File: src/rtl/irq_ctrl.sv
// -----------------------------------------------------------------------------
// irq_ctrl - memory-mapped interrupt aggregator
//
// Edge-captures NUM_SRC interrupt lines into a pending register, masks them
// with an enable register and presents one interrupt request to the core.
// Sources are arbitrated by fixed priority (lowest index wins, ID = index+1)
// through a claim/complete handshake.
//
// Optional feature (macro IRQC_SYNC_EN):
//   defined   - src_i passes through a 2-flop synchronizer before edge capture
//   undefined - src_i feeds edge capture directly
//
// Ports:
//   clk_i       clock
//   reset       synchronous, active-high reset
//   src_i       interrupt source lines, bit i = source i (ID i+1)
//   address     word register index
//   writedata   bus write data
//   write       write strobe (qualified by chipselect)
//   read        read strobe (qualified by chipselect)
//   chipselect  block select
//   readdata    registered read data (updates one cycle after a read)
//   irq_o       interrupt request to core
//
// Register map:
//   0 PENDING  R, write-1-to-clear
//   1 ENABLE   R/W
//   2 CLAIM    R, side-effecting (returns winning ID, 0 if none)
//   3 COMPLETE W, writedata[4:0] = ID being completed
//   4 STATUS   {22'd0, state[1:0], 3'd0, active_id[4:0]}
//   5 RAW      live source value seen by edge capture
//   6,7        read 0, writes ignored
// -----------------------------------------------------------------------------
module irq_ctrl #(
    parameter int NUM_SRC = 8
) (
    input  logic               clk_i,
    input  logic               reset,
    input  logic [NUM_SRC-1:0] src_i,
    input  logic [2:0]         address,
    input  logic [31:0]        writedata,
    input  logic               write,
    input  logic               read,
    input  logic               chipselect,
    output logic [31:0]        readdata,
    output logic               irq_o
);

    typedef enum logic [1:0] {
        ST_IDLE    = 2'd0,
        ST_IRQ     = 2'd1,
        ST_SERVICE = 2'd2
    } state_t;

    localparam logic [2:0] A_PENDING  = 3'd0;
    localparam logic [2:0] A_ENABLE   = 3'd1;
    localparam logic [2:0] A_CLAIM    = 3'd2;
    localparam logic [2:0] A_COMPLETE = 3'd3;
    localparam logic [2:0] A_STATUS   = 3'd4;
    localparam logic [2:0] A_RAW      = 3'd5;

    logic [NUM_SRC-1:0] src_s;
    logic [NUM_SRC-1:0] src_prev_r;
    logic [NUM_SRC-1:0] pending_r;
    logic [NUM_SRC-1:0] pending_n_s;
    logic [NUM_SRC-1:0] enable_r;
    logic [NUM_SRC-1:0] masked_s;
    logic [NUM_SRC-1:0] sel_oh_s;
    logic [NUM_SRC-1:0] rise_s;
    logic [NUM_SRC-1:0] w1c_mask_s;
    logic [NUM_SRC-1:0] claim_mask_s;
    logic [4:0]         sel_id_s;
    logic [4:0]         active_id_r;
    logic [4:0]         active_id_n_s;
    logic               any_s;
    logic               wr_en_s;
    logic               rd_en_s;
    logic               claim_s;
    logic               complete_s;
    logic [31:0]        rd_mux_s;
    logic [31:0]        readdata_r;
    logic               irq_r;
    state_t             state_r;
    state_t             state_n_s;
    logic               unused_s;

`ifdef IRQC_SYNC_EN
    logic [NUM_SRC-1:0] sync1_r;
    logic [NUM_SRC-1:0] sync2_r;

    // Two-flop synchronizer for asynchronous source lines
    always_ff @(posedge clk_i) begin
        if (reset) begin
            sync1_r <= {NUM_SRC{1'b0}};
            sync2_r <= {NUM_SRC{1'b0}};
        end else begin
            sync1_r <= src_i;
            sync2_r <= sync1_r;
        end
    end

    assign src_s = sync2_r;
`else
    assign src_s = src_i;
`endif

    // Upper writedata bits carry no meaning for any register
    assign unused_s = &{1'b0, writedata};

    assign wr_en_s  = write & chipselect;
    assign rd_en_s  = read & chipselect;
    assign masked_s = pending_r & enable_r;
    assign any_s    = |masked_s;
    // Isolate the lowest set bit: that is the highest-priority request
    assign sel_oh_s = masked_s & (~masked_s + NUM_SRC'(1'b1));
    assign rise_s   = src_s & ~src_prev_r;

    // A claim only succeeds while the request is actually being presented
    assign claim_s    = rd_en_s && (address == A_CLAIM) && (state_r == ST_IRQ) && any_s;
    assign complete_s = wr_en_s && (address == A_COMPLETE) && (state_r == ST_SERVICE)
                        && (writedata[4:0] == active_id_r);

    // Convert the one-hot winner into its source ID (index + 1)
    always_comb begin
        sel_id_s = 5'd0;
        for (int i = 0; i < NUM_SRC; i++) begin
            sel_id_s = sel_id_s | (sel_oh_s[i] ? 5'(i + 1) : 5'd0);
        end
    end

    // Pending update: clears first, new edges last so a set always wins
    always_comb begin
        w1c_mask_s   = (wr_en_s && (address == A_PENDING)) ? writedata[NUM_SRC-1:0]
                                                            : {NUM_SRC{1'b0}};
        claim_mask_s = claim_s ? sel_oh_s : {NUM_SRC{1'b0}};
        pending_n_s  = (pending_r & ~w1c_mask_s & ~claim_mask_s) | rise_s;
    end

    // Claim/complete state machine: next state and in-service ID
    always_comb begin
        state_n_s     = state_r;
        active_id_n_s = active_id_r;
        case (state_r)
            ST_IDLE: begin
                if (any_s) begin
                    state_n_s = ST_IRQ;
                end else begin
                    state_n_s = ST_IDLE;
                end
            end
            ST_IRQ: begin
                if (claim_s) begin
                    state_n_s     = ST_SERVICE;
                    active_id_n_s = sel_id_s;
                end else if (!any_s) begin
                    state_n_s = ST_IDLE;
                end else begin
                    state_n_s = ST_IRQ;
                end
            end
            ST_SERVICE: begin
                if (complete_s) begin
                    state_n_s     = ST_IDLE;
                    active_id_n_s = 5'd0;
                end else begin
                    state_n_s = ST_SERVICE;
                end
            end
            default: begin
                state_n_s     = ST_IDLE;
                active_id_n_s = 5'd0;
            end
        endcase
    end

    // Read data multiplexer, captured into readdata on a qualified read
    always_comb begin
        case (address)
            A_PENDING:  rd_mux_s = 32'(pending_r);
            A_ENABLE:   rd_mux_s = 32'(enable_r);
            A_CLAIM:    rd_mux_s = claim_s ? {27'd0, sel_id_s} : 32'd0;
            A_COMPLETE: rd_mux_s = 32'd0;
            A_STATUS:   rd_mux_s = {16'd0, 6'd0, state_r, 3'd0, active_id_r};
            A_RAW:      rd_mux_s = 32'(src_s);
            default:    rd_mux_s = 32'd0;
        endcase
    end

    // Architectural state, registered read data and registered irq
    always_ff @(posedge clk_i) begin
        if (reset) begin
            src_prev_r  <= {NUM_SRC{1'b0}};
            pending_r   <= {NUM_SRC{1'b0}};
            enable_r    <= {NUM_SRC{1'b0}};
            state_r     <= ST_IDLE;
            active_id_r <= 5'd0;
            readdata_r  <= 32'd0;
            irq_r       <= 1'b0;
        end else begin
            src_prev_r  <= src_s;
            pending_r   <= pending_n_s;
            state_r     <= state_n_s;
            active_id_r <= active_id_n_s;
            // irq mirrors the IRQ state, registered alongside it
            irq_r       <= (state_n_s == ST_IRQ);
            if (wr_en_s && (address == A_ENABLE)) begin
                enable_r <= writedata[NUM_SRC-1:0];
            end
            if (rd_en_s) begin
                readdata_r <= rd_mux_s;
            end
        end
    end

    assign readdata = readdata_r;
    assign irq_o    = irq_r;

endmodule

File: config.mk
export PLATFORM = sky130hd
export DESIGN_NAME = irq_ctrl
export DESIGN_NICKNAME = d
export VERILOG_FILES = /design/src/rtl/irq_ctrl.sv
export SDC_FILE = /design/constraint.sdc
export NUM_CORES = 1
export LEC_CHECK = 0
export CORE_MARGIN = 4
export CORE_UTILIZATION = 44
export DETAILED_ROUTE_END_ITERATION = 8
export GPL_TIMING_DRIVEN = 0
export HOLD_SLACK_MARGIN = 0.06
export PLACE_DENSITY_LB_ADDON = 0.12
export SLEW_MARGIN = 20
export SYNTH_ARGS = -nofsm -noshare
export SYNTH_HDL_FRONTEND = slang
export SYNTH_SLANG_ARGS = --single-unit
File: constraint.sdc
create_clock -name clk_i -period 2.5 [get_ports clk_i]
set_clock_uncertainty 0.05 [all_clocks]
set_input_delay 0.5 -clock clk_i [delete_from_list [all_inputs] [get_ports clk_i]]
set_output_delay 0.5 -clock clk_i [all_outputs]
set_load 0.05 [all_outputs]
# --- After elaboration in Yosys (flattened, before gate mapping) ---
# Index checks and enable logic that the tools add are counted.
classes:
  add_sub_neg: 1
  mux: 19
  n_eq_ne: 11
  bitwise_logic: 20
  n_reduce_logical: 12
ops:
  columns: ["operator", "count"]
  rows:
  - ["$pmux 10 s5", 1]
  - ["$and 8x8->8", 5]
  - ["$not 8->8", 4]
  - ["$mux 8", 2]
  - ["$pmux 5 s3", 1]
  - ["$mux 3", 4]
  - ["$mux 5", 2]
  - ["$or 3x3->3", 3]
  - ["$add 8x1->8 const B", 1]
  - ["$logic_and 1x1->1", 8]
  - ["$mux 2", 4]
  - ["$mux 4", 2]
  - ["$or 8x8->8", 1]
  - ["$reduce_or 8->1", 1]
  - ["$eq 3x2->1 const B", 2]
  - ["$eq 3x3->1 const B", 2]
  - ["$pmux 2 s3", 1]
  - ["$eq 5x5->1", 1]
  - ["$eq 2x1->1 const B", 2]
  - ["$ne 2x2->1 const B", 2]
  - ["$or 3x4->4", 1]
  - ["$eq 3x1->1 const B", 1]
  - ["$logic_not 3->1", 1]
  - ["$or 2x3->3", 1]
  - ["other kinds (8)", 10]
word_totals:
  regBits: 64
  output_inout_bits: 33
  elab_cells: 70
  input_bits: 48

# --- Depth between registers and ports, before layout ---
logic_depth:
  word_depth: 14
  depth_mapped: 7
  mapped_depth_nobuf: 5

# --- Worst setup path after synthesis ---
# Ideal clock, no wire load.
synth_timing:
  path_kind: "input to register"
  from: "in address[0]"
  to: "reg pending_r[7]"
  t_required_ns: 2.322
  setup_ns: 0.128
  stages: 6
  slack_ns: 0.533
  arrival_time_ns: 1.789
  n_path_buf: 1
  cell_sequence: "buf_2 -> and4bb_1 -> nand2_2 -> or4_1 -> a32oi_1 -> nor2_1"
synth_between:
  elab_chain_len: 8
  word_cells_on_any_way: 13
  cone_classes: "eq/ne (1); mux (2); bitwise (5); reduce/logical (5)"
synth_rtl:
  columns: ["item", "line_no", "rtl"]
  rows:
  - ["from (decl)", "40", "input logic [2:0] address,"]
  - ["$eq 3x2->1", "119", "assign claim_s = rd_en_s && (address == A_CLAIM) && (state_r == ST_IRQ) && any_s;"]
  - ["$logic_and 1x1->1 (3 in series)", "119", null]
  - ["$mux 8", "135", "claim_mask_s = claim_s ? sel_oh_s : {NUM_SRC{1'b0}};"]
  - ["$not 8->8", "136", "pending_n_s = (pending_r & ~w1c_mask_s & ~claim_mask_s) | rise_s;"]
  - ["$and 8x8->8 *", "136", null]
  - ["$or 8x8->8 *", "136", null]
  - ["to (signal assigned)", "193", "pending_r <= {NUM_SRC{1'b0}};"]
  - ["to (signal assigned)", "201", "pending_r <= pending_n_s;"]
  - ["to (decl)", "64", "logic [NUM_SRC-1:0] pending_r;"]
# Mark *: on every way between the ends. The rest lies on a longest branch, timed or not.
# A chain may end at the register's enable or synchronous reset.

# --- Worst setup path after layout ---
layout_timing:
  from: "in chipselect"
  to: "reg active_id_r[2]"
layout_between:
  elab_chain_len: 6
  word_cells_on_any_way: 11
  cone_classes: "eq/ne (2); bitwise (2); reduce/logical (7)"
layout_rtl:
  columns: ["item", "line_no", "rtl"]
  rows:
  - ["from (decl)", "44", "input logic chipselect,"]
  - ["$and 1x1->1, on equally long branches", "110, 111", null]
  - ["$logic_and 1x1->1, on equally long branches (2 in series)", "120, 119", null]
  - ["$logic_and 1x1->1, on equally long branches", "121, 119", null]
  - ["$ne 2x2->1 (no source line)", null, null]
  - ["$reduce_and 3->1 (no source line) *", null, null]
  - ["to (signal assigned)", "203", "active_id_r <= active_id_n_s;"]
  - ["to (decl)", "73", "logic [4:0] active_id_r;"]
# Marks and branches as above.

==> metrics.md <==
| Metric | Value |
|---|---|
| Vias in the first global route | `1771` |
| Cell Area, Synth | `2130 um^2` |
| Core Region | `4720 um^2` |
| Worst-path clk slew | `80 ps` |
| Ranking of synthesized cells by area | `dfxtp_1, buf_4, nand2_1` |
| Clock power share | `0.325` |
| Most common cell after layout, fill and taps aside | `dfxtp_1` |
| GRT Residual Overflow | `0` |
| Power Density | `520 nW/um^2` |
| Arrival time worst endpoint | `2480 ps` |
| Final Power | `1.41 mW` |
| Fill cell count | `457` |
| Leak | `1.10 nW` |
| Worst Hold Slack | `360 ps` |
| Total track usage | `0.191` |
| Post-DP HPWL | `4060 um` |
| First-pass GRT wire length | `8980 um` |
| Starting DRT DRC Count | `256` |
| DRC viols | `0` |
| Async SR Flop Fraction | `0` |
| Die Width | `77.6 um` |
| Yosys warns | `0` |
| Final Critical Period | `2300 ps` |
| Routed wire length | `5530 um` |
| Cts hold-fix bufs | `0` |
| Hold depth | `1` |
| IO Count | `81` |
| CP Max Fanout | `10` |
| Post-DRT Antenna Nets | `0` |
| Worst Path Required | `2680 ps` |
| Num Clock Sinks | `41` |
| Post-synth top area share | `0.385` |
| Port Buf Inserts | `32` |
| # Post-CTS Setup Buffers | `0` |
| Number of synthesized flops with an enable pin | `0` |
| Most frequent cells in the layout | `dfxtp_1, nand2_1, clkdlybuf4s50_1` |
| DR vias | `1936` |
| Final instance area | `2710 um^2` |
| Pre-Repair DR Iteration Count | `4` |
| Slew at the pin with the worst max-slew slack | `656 ps` |
| Layout Cells excl Fill | `381` |
| Fin. Hold Viols | `0` |
| Worst-case hold path end point | `pending_r[0]` |
| H-tree depth | `2` |
| Post-Place Cells | `374` |
| Run status | `finished, final reports clean` |
| R2R setup slack | `350 ps` |
| Worst min path class | `flip-flop to flip-flop` |
| Psw | `415 uW` |
| Rows | `25` |
| Critical path class | `input pin to flip-flop` |
| Normalized max-slew margin | `0.561` |
| Initial Util | `0.452` |
| Worst setup EP type | `flip-flop` |
| Peak supply drop | `294 uV` |
| Drt wl/cell | `14.5 um` |
| Sequential share of power | `0.493` |
| Die height | `77.6 um` |
| Fin crit share | `0.922` |
| Layout cells sized above 1 | `0.127` |
| FF-to-FF End | `pending_r[7]` |
| Logic pwr share | `0.182` |
| Distinct cells, synth | `48` |
| #FFs+latches synth | `41` |
| Slew Viols, Final | `0` |
| CTS Buf Count | `5` |
| Sequential fraction of the synthesis area | `0.385` |
| Area Overhead vs Synth | `26.9%` |
| ANT cells | `0` |
| Clk root buf | `clkbuf_8` |
| Vias per inst | `5.08` |
| Avg Inst Size Synth | `8.40 um^2` |
| Count of cells resized by post-cts repair | `0` |
| GPL Wtd Cong | `0.884` |
| Initial antenna violation count | `0` |
| Clock latency on the worst-skew pair | `300 ps` |
| Max_cap viols | `0` |
| Worst R2R Path Depth | `5` |
| Dominant cell type by area after synthesis | `dfxtp_1` |
| Post-layout nets | `362` |
| Mapped Cells | `254` |
| Top_reg_cell synth | `dfxtp_1` |
| Largest net degree at the start of global routing | `13` |
| Die ar. | `6030 um^2` |
| RSZ-0062 raised after global routing | `no` |
| Clock Path Buffers | `2` |
| Worst reg2reg path startpoint | `pending_r[0]` |
| TritonCTS clock tree | `yes` |
| Cell Int Power | `992 uW` |
| CP Launch Type | `input pin` |
| Cell Area, Placed | `2620 um^2` |
| Final setup vio count | `0` |
| Fmax | `434 MHz` |
| HP Start | `src_prev_r[0]` |
| Sw Ratio | `0.295` |
[per-stage QoR]
| stage | utilization | TNS, ps | setup WS [ps] |
|---|---|---|---|
| finish | 0.573 | 0 | 196 |
| global route | 0.573 | 0 | 18.7 |
| CTS | 0.573 | 0 | 254 |
| detailed placement | 0.554 | -104 | -46.5 |
| global placement | 0.554 | -86.7 | -32.7 |
| floorplan | - | 0 | 533 |
[synthesized netlist by cell type, drive strengths merged (6+ instances only)]
cell type and count:
a22oi 10, nand3 10, o21ai 19, nor2b 6, dfxtp 41, mux2i 7, nor2 21, buf 25
clkbuf 8, nand2 41, a21oi 13, inv 10
[worst max-delay path, stage by stage]
cell,delay [ps]
clkdlybuf4s50_1,510
nand4b_1,450
nor4_1,390
a21oi_1,150
o21ba_4,290
mux2i_1,180
[registers in the layout (all words and copies together) (netlist names)]
signal,count
enable_r,8
src_prev_r,8
pending_r,8
irq_o,1
active_id_r,4
state_r,2
readdata,10
[layout make-up]
class / count / area (um^2) / area share
multi-input combinational: 191 / 1140 / 0.423
sequential: 41 / 821 / 0.303
timing repair buffer: 32 / 320 / 0.118
buffer: 33 / 209 / 0.0772
tap: 67 / 83.8 / 0.0310
clock buffer: 6 / 82.6 / 0.0305
inverter: 10 / 37.5 / 0.0139
clock inverter: 1 / 7.51 / 0.00277
[worst max path at each step]
| stage | slack (ps) | to | depth (start not counted) | startpoint |
|---|---|---|---|---|
| after global placement | -30 | active_id_r[2] | 6 | chipselect |
| final | 200 | active_id_r[2] | 6 | chipselect |
| after floorplan | 530 | pending_r[7] | 6 | address[0] |
| after CTS | 250 | active_id_r[2] | 6 | chipselect |
| after global routing | 20 | active_id_r[3] | 6 | chipselect |
| after detailed placement | -50 | active_id_r[2] | 6 | chipselect |
[logic make-up after synthesis]
group           share of synthesized area
buf+inv                             0.116
simple gates                        0.223
flops                               0.385
compound gates                      0.179
mux                                0.0786
xor+xnor                           0.0164
other cells                       0.00176
[power by group through the flow]
stage | clock, mW | combinational (mW) | sequential (mW)
2_1_floorplan | 0 | 0.178 | 0.712
5_1_grt | 0.493 | 0.276 | 0.698
3_5_place_dp | 0 | 0.255 | 0.708
6_report | 0.457 | 0.256 | 0.694
4_1_cts | 0.462 | 0.255 | 0.693
3_3_place_gp | 0 | 0.254 | 0.708
[metal layers]
| layer | wire [um] | GRT usage | up-vias |
|---|---|---|---|
| met5 | 0 | 0 | - |
| met4 | 72 | 0.0605 | 0 |
| met3 | 502 | 0.0499 | 7 |
| met2 | 2570 | 0.287 | 87 |
| met1 | 2380 | 0.266 | 872 |
| li1 | - | - | 970 |
Power figures use the tool's default switching activity.
==> variant, RTL diff (same settings) <==
`NUM_SRC`: 8 -> 12.
--- a/src/rtl/irq_ctrl.sv
+++ b/src/rtl/irq_ctrl.sv
@@ -32,7 +32,7 @@
 //   6,7        read 0, writes ignored
 // -----------------------------------------------------------------------------
 module irq_ctrl #(
-    parameter int NUM_SRC = 8
+    parameter int NUM_SRC = 12
 ) (
     input  logic               clk_i,
     input  logic               reset,
Ports: changed (resized src_i); port bits go from 81 to 85. No check against the original RTL was run, so the function may have changed too.
==> variant against the original RTL <==
Worst setup slack got worse by 0.080 ns; sequential power increased by 37%; largest power group unchanged; sequential cell count up 14; combinational power is 28% higher; final area grew 28%; critical path type unchanged; area after synthesis is 30% higher; largest cell class unchanged; total power is 28% higher; wire length rose by 36%.
==> variant: results (changes against the original RTL) <==
post-synthesis sequential area ratio=0.397 (+0.0125); RR Endpoint=pending_r[9]; crit-path max FO=6 (-4); CP max stage cell=or4_4; Final Cell Area=3460 sq um (+28%); register area=1100 sq um (+34%); clock buf count=5 (-1); Area after DPL=3370 sq um (+29%); FF+latch count=55 (+34%); DR WL met3=630 um (+25%); port bufs=43 (+34%); multiplexer area fraction after synthesis=0.0731 (-0.00545); Synth Area in Compound Gates=0.193 (+0.0133); Synth area leaders=dfxtp_1 40%, nand2_1 7.6%, buf_4 6.0%; synth cell count leaders=56 x nand2_1, 55 x dfxtp_1, 22 x buf_4, 22 x nand3_1, 19 x inv_1; Multi-input gate area=1440 sq um (+26%); clock network share of area=0.0264 (-0.00688); pre-CTS setup slack=-0.215 ns (-0.168 ns); synthesized instance count=329 (+30%); Post-Synth Adder-Cell Area=0 (unchanged); Cells after DPL=466 (+25%); Final Util=0.574 (+0.000940); Signal inverters=19 (+9); max incr delay on CP=0.55 ns (+0.04 ns); Min-Delay Startpoint=src_prev_r[10]; worst skew pair latency=0.32 ns (+0.02 ns); Hold Crit Endpoint=pending_r[10]; crit path DAT=2.55 ns (+0.07 ns); buffer share of cell area=0.190 (-0.00526); first-pass detailed-route iteration total=5 (+1); largest net degree at the start of global routing=19 (+6); wire per inst=15.9 um (+9.3%); multi-input gates=238 (+25%); Leakage Power=1.38 nW (+25%); hold slack final=0.355 ns (-0.00502 ns); first-pass GRT wire length=11900 um (+32%); Worst-Margin Slew=0.731 ns (+0.0751 ns); clock-pin slew on the worst setup and hold paths=0.12 ns (+0.04 ns); buffers outside the clock class=79 (+22%); vias per inst=5.43 (+6.9%); # resized after CTS=0 (unchanged); via count=2575 (+33%); Post-DP HPWL=5620 um (+38%); VDD IR-drop max=0.228 mV (-22%); DR iter-0 viols=175 (-32%); Critical R2R Launch=pending_r[1]; count leader, synth=nand2_1; status=finished clean; GP Congestion=0.875 (-0.97%); xor/xnor share of the synthesized area=0.0153 (-0.00107); Hold Path Class=flop to flop; number of global-route vias before repair=2322 (+31%); All-Layer GR Usage=0.200 (+0.00896); Metal-1 WL=3410 um (+43%); fin nets=450 (+24%); share of layout cells above drive strength 1=0.110 (-0.0171)
==> variant: worst max-delay path by stage <==
stage,cells after the start,from,end,slack [ns]
floorplan,5,address[2],active_id_r[0],0.50
global placement,6,address[2],active_id_r[0],-0.22
detailed placement,6,address[2],active_id_r[0],-0.21
CTS,6,address[2],active_id_r[3],0.11
global route,6,address[0],enable_r[6],0.04
finish,6,address[2],active_id_r[3],0.12
==> variant: worst max-delay path, delay by kind of cell <==
family,cells,cell delay [ns]
AO/OA/AOI/OAI,1,0.10
buffers and inverters,1,0.54
AND/OR/NAND/NOR,4,1.41
==> variant: per-layer routing <==
layer  global-route usage  vias to the layer above
met3               0.0388                       13
met1                0.282                     1181
met4               0.0586                        0
met5                    0                        -
met2                0.310                      115
li1                     -                     1266
==> variant: where the power goes <==
group          leakage [nW]  total, mW  internal (mW)  switching (mW)
logic                 0.882      0.327          0.131           0.196
registers             0.451      0.948          0.914          0.0341
clock network        0.0489      0.528          0.204           0.324
total                  1.38       1.80           1.25           0.555
